--- config.mk ---
export PLATFORM = sky130hd
export DESIGN_NAME = id_ex_stage
export DESIGN_NICKNAME = d
export VERILOG_FILES = /design/src/rtl/id_ex_stage.sv
export SDC_FILE = /design/constraint.sdc
export NUM_CORES = 1
export LEC_CHECK = 0
export ABC_AREA = 1
export BUFFER_PORTS_ARGS = -buffer_cell sky130_fd_sc_hd__clkbuf_2
export CORE_AREA = 2 2 135 137
export CTS_BUF_LIST = sky130_fd_sc_hd__clkbuf_2 sky130_fd_sc_hd__clkbuf_4 sky130_fd_sc_hd__clkbuf_8
export DETAILED_ROUTE_END_ITERATION = 8
export DIE_AREA = 0 0 137 139
export PLACE_DENSITY = 0.63
export SYNTH_ARGS = -nofsm -noshare
export SYNTH_HDL_FRONTEND = slang
export SYNTH_SLANG_ARGS = --single-unit
--- constraint.sdc ---
create_clock -name clk -period 3.04 [get_ports clk]
set_clock_uncertainty 0.15 [all_clocks]
set_input_delay 0.304 -clock clk [delete_from_list [all_inputs] [get_ports clk]]
set_output_delay 0.304 -clock clk [all_outputs]
set_load 0.02 [all_outputs]
--- src/rtl/id_ex_stage.sv ---
// ID/EX pipeline register with load-use hazard detection, bubble insertion on
// stall or flush, and saturating stall/flush event counters.
module id_ex_stage #(
  parameter int unsigned XLEN   = 32,
  parameter int unsigned REG_AW = 5,
  parameter int unsigned CNT_W  = 16
) (
  input  logic              clk,
  input  logic              reset,
  input  logic              id_valid,
  input  logic              id_alusrc,
  input  logic              id_memtoreg,
  input  logic              id_regwrite,
  input  logic              id_memread,
  input  logic              id_memwrite,
  input  logic              id_branch,
  input  logic [1:0]        id_aluop,
  input  logic [XLEN-1:0]   id_pc,
  input  logic [XLEN-1:0]   id_rd1,
  input  logic [XLEN-1:0]   id_rd2,
  input  logic [XLEN-1:0]   id_imm,
  input  logic [2:0]        id_funct3,
  input  logic              id_funct7b5,
  input  logic [REG_AW-1:0] id_rs1,
  input  logic [REG_AW-1:0] id_rs2,
  input  logic [REG_AW-1:0] id_rd,
  input  logic              flush,
  output logic              ex_valid,
  output logic              ex_alusrc,
  output logic              ex_memtoreg,
  output logic              ex_regwrite,
  output logic              ex_memread,
  output logic              ex_memwrite,
  output logic              ex_branch,
  output logic [1:0]        ex_aluop,
  output logic [XLEN-1:0]   ex_pc,
  output logic [XLEN-1:0]   ex_rd1,
  output logic [XLEN-1:0]   ex_rd2,
  output logic [XLEN-1:0]   ex_imm,
  output logic [2:0]        ex_funct3,
  output logic              ex_funct7b5,
  output logic [REG_AW-1:0] ex_rs1,
  output logic [REG_AW-1:0] ex_rs2,
  output logic [REG_AW-1:0] ex_rd,
  output logic              stall,
  output logic              pc_write,
  output logic              ifid_write,
  output logic [CNT_W-1:0]  stall_count,
  output logic [CNT_W-1:0]  flush_count
);

  typedef struct packed {
    logic              valid;
    logic              alusrc;
    logic              memtoreg;
    logic              regwrite;
    logic              memread;
    logic              memwrite;
    logic              branch;
    logic [1:0]        aluop;
    logic [XLEN-1:0]   pc;
    logic [XLEN-1:0]   rd1;
    logic [XLEN-1:0]   rd2;
    logic [XLEN-1:0]   imm;
    logic [2:0]        funct3;
    logic              funct7b5;
    logic [REG_AW-1:0] rs1;
    logic [REG_AW-1:0] rs2;
    logic [REG_AW-1:0] rd;
  } ex_word_t;

  localparam logic [CNT_W-1:0] CntOne = {{(CNT_W-1){1'b0}}, 1'b1};

  ex_word_t         id_word, ex_d, ex_q;
  logic             uses_rs1, uses_rs2, hz;
  logic [CNT_W-1:0] stall_cnt_d, stall_cnt_q;
  logic [CNT_W-1:0] flush_cnt_d, flush_cnt_q;

  // Control bits of an invalid slot are zeroed so it can never write RF or memory.
  always_comb begin
    id_word          = '0;
    id_word.valid    = id_valid;
    id_word.alusrc   = id_valid & id_alusrc;
    id_word.memtoreg = id_valid & id_memtoreg;
    id_word.regwrite = id_valid & id_regwrite;
    id_word.memread  = id_valid & id_memread;
    id_word.memwrite = id_valid & id_memwrite;
    id_word.branch   = id_valid & id_branch;
    id_word.aluop    = id_valid ? id_aluop : 2'b00;
    id_word.pc       = id_pc;
    id_word.rd1      = id_rd1;
    id_word.rd2      = id_rd2;
    id_word.imm      = id_imm;
    id_word.funct3   = id_funct3;
    id_word.funct7b5 = id_funct7b5;
    id_word.rs1      = id_rs1;
    id_word.rs2      = id_rs2;
    id_word.rd       = id_rd;
  end

  always_comb begin
    uses_rs1 = id_regwrite | id_memwrite | id_branch;
    uses_rs2 = (~id_alusrc & (id_regwrite | id_branch)) | id_memwrite;
    hz = id_valid & ex_q.valid & ex_q.memread & (ex_q.rd != '0) &
         ((uses_rs1 & (ex_q.rd == id_rs1)) | (uses_rs2 & (ex_q.rd == id_rs2)));
    stall      = hz & ~flush;
    pc_write   = ~stall;
    ifid_write = ~stall;
  end

  always_comb begin
    ex_d        = id_word;
    stall_cnt_d = stall_cnt_q;
    flush_cnt_d = flush_cnt_q;
    // Flush and stall both produce the same all-zero bubble.
    if (flush || stall) begin
      ex_d = '0;
    end
    if (stall && (stall_cnt_q != '1)) begin
      stall_cnt_d = stall_cnt_q + CntOne;
    end
    if (flush && (flush_cnt_q != '1)) begin
      flush_cnt_d = flush_cnt_q + CntOne;
    end
  end

  always_ff @(posedge clk) begin
    if (reset) begin
      ex_q        <= '0;
      stall_cnt_q <= '0;
      flush_cnt_q <= '0;
    end else begin
      ex_q        <= ex_d;
      stall_cnt_q <= stall_cnt_d;
      flush_cnt_q <= flush_cnt_d;
    end
  end

  assign ex_valid    = ex_q.valid;
  assign ex_alusrc   = ex_q.alusrc;
  assign ex_memtoreg = ex_q.memtoreg;
  assign ex_regwrite = ex_q.regwrite;
  assign ex_memread  = ex_q.memread;
  assign ex_memwrite = ex_q.memwrite;
  assign ex_branch   = ex_q.branch;
  assign ex_aluop    = ex_q.aluop;
  assign ex_pc       = ex_q.pc;
  assign ex_rd1      = ex_q.rd1;
  assign ex_rd2      = ex_q.rd2;
  assign ex_imm      = ex_q.imm;
  assign ex_funct3   = ex_q.funct3;
  assign ex_funct7b5 = ex_q.funct7b5;
  assign ex_rs1      = ex_q.rs1;
  assign ex_rs2      = ex_q.rs2;
  assign ex_rd       = ex_q.rd;
  assign stall_count = stall_cnt_q;
  assign flush_count = flush_cnt_q;

endmodule

==> impl_metrics.env, run 1 <==
export IMPL_status="complete, no violations"
export IMPL_layout_commonest_cell="clkbuf_2"
export IMPL_die_w_um=137
export IMPL_track_usage_pct=22.1
export IMPL_path_cells="inv_2 > nand2_1 > nand2_1 > nor2_1 > nand3_1 > nand2_1 > nand3_2 > inv_1 > clkbuf_2"
export IMPL_cts_resized=0
export IMPL_final_setup_tns_ns=0
export IMPL_synth_top_area_share_pct=60.0
export IMPL_htreeDepth=4
export IMPL_via_per_inst=4.24
export IMPL_slowest_stage="dfxtp_1"
export IMPL_slew_violations=0
export IMPL_gp_congestion=0.841
export IMPL_yosysUniqueCellTypes=23
export IMPL_hp_class="input pin to register"
export IMPL_num_vias=6516
export IMPL_slowest_delay_ns=0.52
export IMPL_cp_max_fo=5
export IMPL_drc=0
export IMPL_clock_sinks=188
export IMPL_yosysTopAreaCell="dfxtp_1"
export IMPL_seq_area_frac_synth_pct=60.0
export IMPL_dieHeight_um=139
export IMPL_row_count=49
export IMPL_clk_latency_ns=0.46
export IMPL_drv_cap=0
export IMPL_clock_path_buffers=2
export IMPL_finalSetupViolations=0
export IMPL_postSynthCellCount=787
export IMPL_hold_viol=0
export IMPL_grt_setup_unrepaired="false"
export IMPL_core_mm2=0.0177
export IMPL_crit_path_frequent_cell="nand2_1"
export IMPL_dieArea_mm2=0.0190
export IMPL_syn_nets=948
export IMPL_nNetsFinal=1456
export IMPL_final_cell_mix="clkbuf_2 (349), nor2_1 (199), dfxtp_1 (188)"
export IMPL_hold_buffers=159
export IMPL_syn_area_per_cell_um2=7.97
export IMPL_wire_per_inst_um=13.6
export IMPL_worst_slew_pin_transition_ns=0.721
export IMPL_cp_end_kind="output pin"
export IMPL_timing_fmax_ghz=0.420
export IMPL_synth_seq_cells=188
export IMPL_io_buffers=349
export IMPL_cp_required_ns=2.59
export IMPL_grt_overflow=0
export IMPL_holdWs_ns=0.189
export IMPL_start_kind="register"
export IMPL_power_density_mw_per_mm2=487
export IMPL_cts_setup_buffers=0
export IMPL_dp_hpwl_um=14300
export IMPL_clk_pin_slew_ns=0.10
export IMPL_drt_pass1_iter_count=4
export IMPL_ioPinCount=350
export IMPL_period_share_pct=78.2
export IMPL_yosysWarnings=0
export IMPL_grt_pass1_wl_um=32500
export IMPL_postRouteAntennaNets=0
export IMPL_drive_gt1_share_pct=30.2
export IMPL_ys_top_cells_by_area="dfxtp_1 (60%), nor2_1 (12%), inv_1 (11%)"
export IMPL_clock_tree_root_cell="clkbuf_8"
export IMPL_fin_cells=1538
export IMPL_drt_iter0_drc=254
export IMPL_final_util_pct=57.9
export IMPL_crit_arrival_ns=1.92
export IMPL_fin_crit_ns=2.38
export IMPL_placed_cells=1346
export IMPL_grt_max_degree=101
export IMPL_critical_path_class="register to output pin"
export IMPL_design_area_mm2=0.0102
export IMPL_initial_core_util_pct=35.5
export IMPL_wl_um=20900
export IMPL_area_growth_pct=63.2
export IMPL_synth_area_mm2=0.00627
export IMPL_leakagePower_nw=5.62
export IMPL_cts_buffers=17
export IMPL_ir_drop_mv=0.360
export IMPL_dpl_cell_area_mm2=0.00821
export IMPL_cts_tree="done"
export IMPL_grt_pass1_vias=6632
export IMPL_relSlewSlack_pct=51.9
export IMPL_antenna_found_initial=2
## metal layers
metal	vias to the layer above	GRT usage [%]	wire length, um
met5	-	0	0
met1	2914	22.6	7780
met4	0	10.7	786
met2	253	39.7	10700
met3	62	7.71	1700
li1	3287	-	-
## metrics by stage
| stage | worst slack (ns) | power [mW] |
|---|---|---|
| after global placement | 0.753 | 3.09 |
| after detailed placement | 0.745 | 3.09 |
| after global routing | 0.425 | 5.20 |
| after floorplan | 1.23 | 2.87 |
| after CTS | 0.599 | 5.04 |
| final | 0.661 | 4.98 |
## area by class of cell
cell class | instances | area, um2
antenna | 2 | 5.00
clock buffer | 20 | 263
clock inverter | 11 | 158
fill | 1575 | 7430
inverter | 188 | 706
multi-input combinational | 389 | 1660
sequential | 188 | 3760
tap | 229 | 287
timing repair buffer | 511 | 3390
## worst max-delay path: cells and delay by family (launching register included)
family,cells,cell delay [ns]
buf+inv,3,0.38
flops,1,0.52
simple gates,6,0.56
## power breakdown
part	internal, mW	total [mW]	switching [mW]
sequential	2.54	2.57	0.0297
combinational	0.308	0.638	0.330
clock	0.866	1.77	0.904
## flip-flops by register name, indices dropped and copies added (netlist names), 2 cells and up
register,flops
ex_imm,32
ex_pc,32
ex_rd1,32
ex_rd2,32
flush_count,16
stall_count,16
ex_rd,5
ex_rs1,5
ex_rs2,5
ex_funct3,3
ex_aluop,2
## Yosys cell counts
master and number:
nor2_1 199, dfxtp_1 188, inv_1 180, nand2_1 91
a21oi_1 28, nand3_1 26, buf_4 14, nand4_1 9
nor3_1 9, o21ai_0 9, buf_2 6, inv_2 5
clkinv_1 3, nor2_2 3, xnor2_1 3, xor2_1 3
clkbuf_1 2, ha_1 2, nand3_2 2, nor4_1 2
nand2_2 1, nor2_4 1, o21ai_1 1
## cell families (layout without fill, tap and decap cells)
family | after synthesis | count (layout) | share of synthesized area (%)
compound gates | 38 | 38 | 3.03
xor+xnor | 6 | 6 | 0.838
fa+ha+maj | 2 | 2 | 0.399
buf+inv | 210 | 730 | 13.5
flops | 188 | 188 | 60.0
other cells | 0 | 2 | 0
simple gates | 343 | 343 | 22.2
## worst paths after layout
| path | start | cells past startpoint | slack (ns) | end |
|---|---|---|---|---|
| hold / removal | flush | 4 | 0.19 | ex_rs2[4] |
| setup / recovery | ex_rd[1] | 9 | 0.66 | stall |
| hold reg to reg | flush_count[4] | 2 | 0.34 | flush_count[4] |
| setup reg to reg | ex_rd[1] | 11 | 0.76 | stall_count[6] |
Note: power is estimated with default switching activity, not from simulation.
==> run 2: changes to the inputs <==
--- a/config.mk
+++ b/config.mk
@@ -11,7 +11,7 @@
 export CTS_BUF_LIST = sky130_fd_sc_hd__clkbuf_2 sky130_fd_sc_hd__clkbuf_4 sky130_fd_sc_hd__clkbuf_8
 export DETAILED_ROUTE_END_ITERATION = 8
 export DIE_AREA = 0 0 137 139
-export PLACE_DENSITY = 0.63
+export PLACE_DENSITY = 0.65
 export SYNTH_ARGS = -nofsm -noshare
 export SYNTH_HDL_FRONTEND = slang
 export SYNTH_SLANG_ARGS = --single-unit
==> constraint.sdc (replaced) <==
create_clock -name clk -period 2.1 [get_ports clk]
set_clock_uncertainty 0.15 [all_clocks]
set_input_delay 0.21 -clock clk [delete_from_list [all_inputs] [get_ports clk]]
set_output_delay 0.21 -clock clk [all_outputs]
set_load 0.02 [all_outputs]
==> run 2 against run 1 <==
Effect of this change:
- die area unchanged
- critical path depth unchanged
- global-route usage down 0.52 points
- critical path type is now input pin to output pin
- largest power group unchanged
- highest routed layer unchanged
==> impl_metrics.env, run 2 (same netlist as run 1, synthesis figures left out) <==
export IMPL_cts_tree="done"
export IMPL_layout_commonest_cell="clkbuf_2"
export IMPL_grt_setup_unrepaired="true"
export IMPL_grt_pass1_vias=6717
export IMPL_crit_buf_inv=5
export IMPL_grt_max_degree=61
export IMPL_dp_hpwl_um=14200
export IMPL_period_share_pct=95.5
export IMPL_fin_crit_ns=2.00
export IMPL_cts_buffers=17
export IMPL_final_cell_mix="clkbuf_2 (339), nor2_1 (196), dfxtp_1 (183)"
export IMPL_drt_iter0_drc=281
export IMPL_power_density_mw_per_mm2=680
export IMPL_drive_gt1_share_pct=31.3
export IMPL_htreeDepth=4
export IMPL_cp_required_ns=1.74
export IMPL_slew_violations=0
export IMPL_finalPower_mw=6.99
export IMPL_finalSetupViolations=0
export IMPL_critical_path_top_delay_family="buffers and inverters"
export IMPL_postRouteAntennaNets=0
export IMPL_dieHeight_um=139
export IMPL_crit_arrival_ns=1.64
export IMPL_final_util_pct=58.2
export IMPL_via_per_inst=4.23
export IMPL_cp_end_kind="output pin"
export IMPL_hold_viol=0
export IMPL_timing_fmax_ghz=0.499
export IMPL_area_growth_pct=63.9
export IMPL_dieArea_mm2=0.0190
export IMPL_clk_latency_ns=0.45
export IMPL_grt_overflow=0
export IMPL_drt_pass1_iter_count=4
export IMPL_relSlewSlack_pct=75.1
export IMPL_core_mm2=0.0177
export IMPL_track_usage_pct=21.6
export IMPL_wl_um=20700
export IMPL_placed_cells=1349
export IMPL_fin_cells=1535
export IMPL_holdWs_ns=0.0524
export IMPL_wire_per_inst_um=13.5
export IMPL_n_fill_cell=1589
export IMPL_hp_class="input pin to register"
export IMPL_leakagePower_nw=5.62
export IMPL_critical_path_class="input pin to output pin"
export IMPL_row_count=49
export IMPL_start_kind="input pin"
export IMPL_ir_drop_mv=0.418
export IMPL_die_w_um=137
export IMPL_ioPinCount=350
export IMPL_initial_core_util_pct=35.5
export IMPL_antenna_found_initial=0
export IMPL_worst_slew_pin_transition_ns=0.370
export IMPL_slowest_delay_ns=0.53
export IMPL_grt_pass1_wl_um=32100
export IMPL_nNetsFinal=1453
export IMPL_drv_cap=0
export IMPL_clock_path_buffers=2
export IMPL_path_cells="dlygate4sd3_1 > clkbuf_2 > inv_1 > nand3_1 > nand4_1 > nor2_2 > nand3_4 > inv_4 > buf_6"
export IMPL_cp_max_fo=5
export IMPL_drc=0
export IMPL_num_vias=6497
export IMPL_clock_sinks=188
export IMPL_status="complete, no violations"
export IMPL_clk_pin_slew_ns=0.09
export IMPL_clock_tree_root_cell="clkbuf_8"
export IMPL_io_buffers=349
export IMPL_slowest_stage="dlygate4sd3_1"
export IMPL_gp_congestion=0.857
## run 2: area by class of cell
| class | instances | area, um2 | share of cell area [%] |
|---|---|---|---|
| tap | 229 | 287 | 2.79 |
| inverter | 188 | 708 | 6.89 |
| clock inverter | 13 | 120 | 1.17 |
| sequential | 188 | 3770 | 36.8 |
| timing repair buffer | 508 | 3420 | 33.3 |
| clock buffer | 19 | 255 | 2.49 |
| antenna | 1 | 2.50 | 0.0244 |
| multi-input combinational | 389 | 1700 | 16.6 |
## run 2: what timing repair did
action | 4_1_cts | 5_1_grt
pin swaps | 0 | 9
endpoints found under the hold margin | 161 | 0
hold buffers | 159 | 0
setup buffers | 0 | 3
resized for setup | 8 | 18
setup endpoints to repair | 2 | 3
## run 2: path summary, 6_finish.rpt
kind,startpoint,endpoint,slack (ns),cells past startpoint
setup / recovery,id_branch,stall,0.1,9
hold / removal,id_rs1[0],ex_rs1[0],0.05,3
hold reg to reg,stall_count[0],stall_count[0],0.36,1
setup reg to reg,stall_count[0],stall_count[13],0.25,11
## run 2: power breakdown
group,total (mW),switching (mW),leakage (nW),internal [mW]
registers,3.72,0.0414,1.54,3.68
clock network,2.33,1.41,0.185,0.919
logic,0.933,0.481,3.89,0.451
total,6.99,1.94,5.62,5.05
## run 2: metrics by stage
| stage | setup TNS (ns) | instance area (um2) | setup WS [ns] |
|---|---|---|---|
| 5_1_grt | -0.00330 | 10300 | -0.00330 |
| 3_5_place_dp | 0 | 8260 | 0.249 |
| 2_1_floorplan | 0 | 6270 | 0.289 |
| 6_report | 0 | 10300 | 0.0951 |
| 3_3_place_gp | 0 | 8260 | 0.263 |
| 4_1_cts | 0 | 10200 | 0.0132 |
## run 2: routing by layer
layer  vias up  wire length (um)  GRT usage, %
li1       3289                 -             -
met1      2924              7670          21.6
met2       241             10500          38.9
met3        43              1920          9.28
met4         0               551          8.57
met5         -                 0             0
## run 2: worst register-to-register path, cell delays in order, from the launching register on
cell,delay [ns]
dfxtp_1,0.35
ha_1,0.24
nand2_1,0.09
inv_1,0.05
nand2_2,0.11
nor2_4,0.06
nand4_1,0.10
inv_1,0.06
nor2_2,0.30
nand3_1,0.13
nand2_1,0.08
nor2_1,0.04
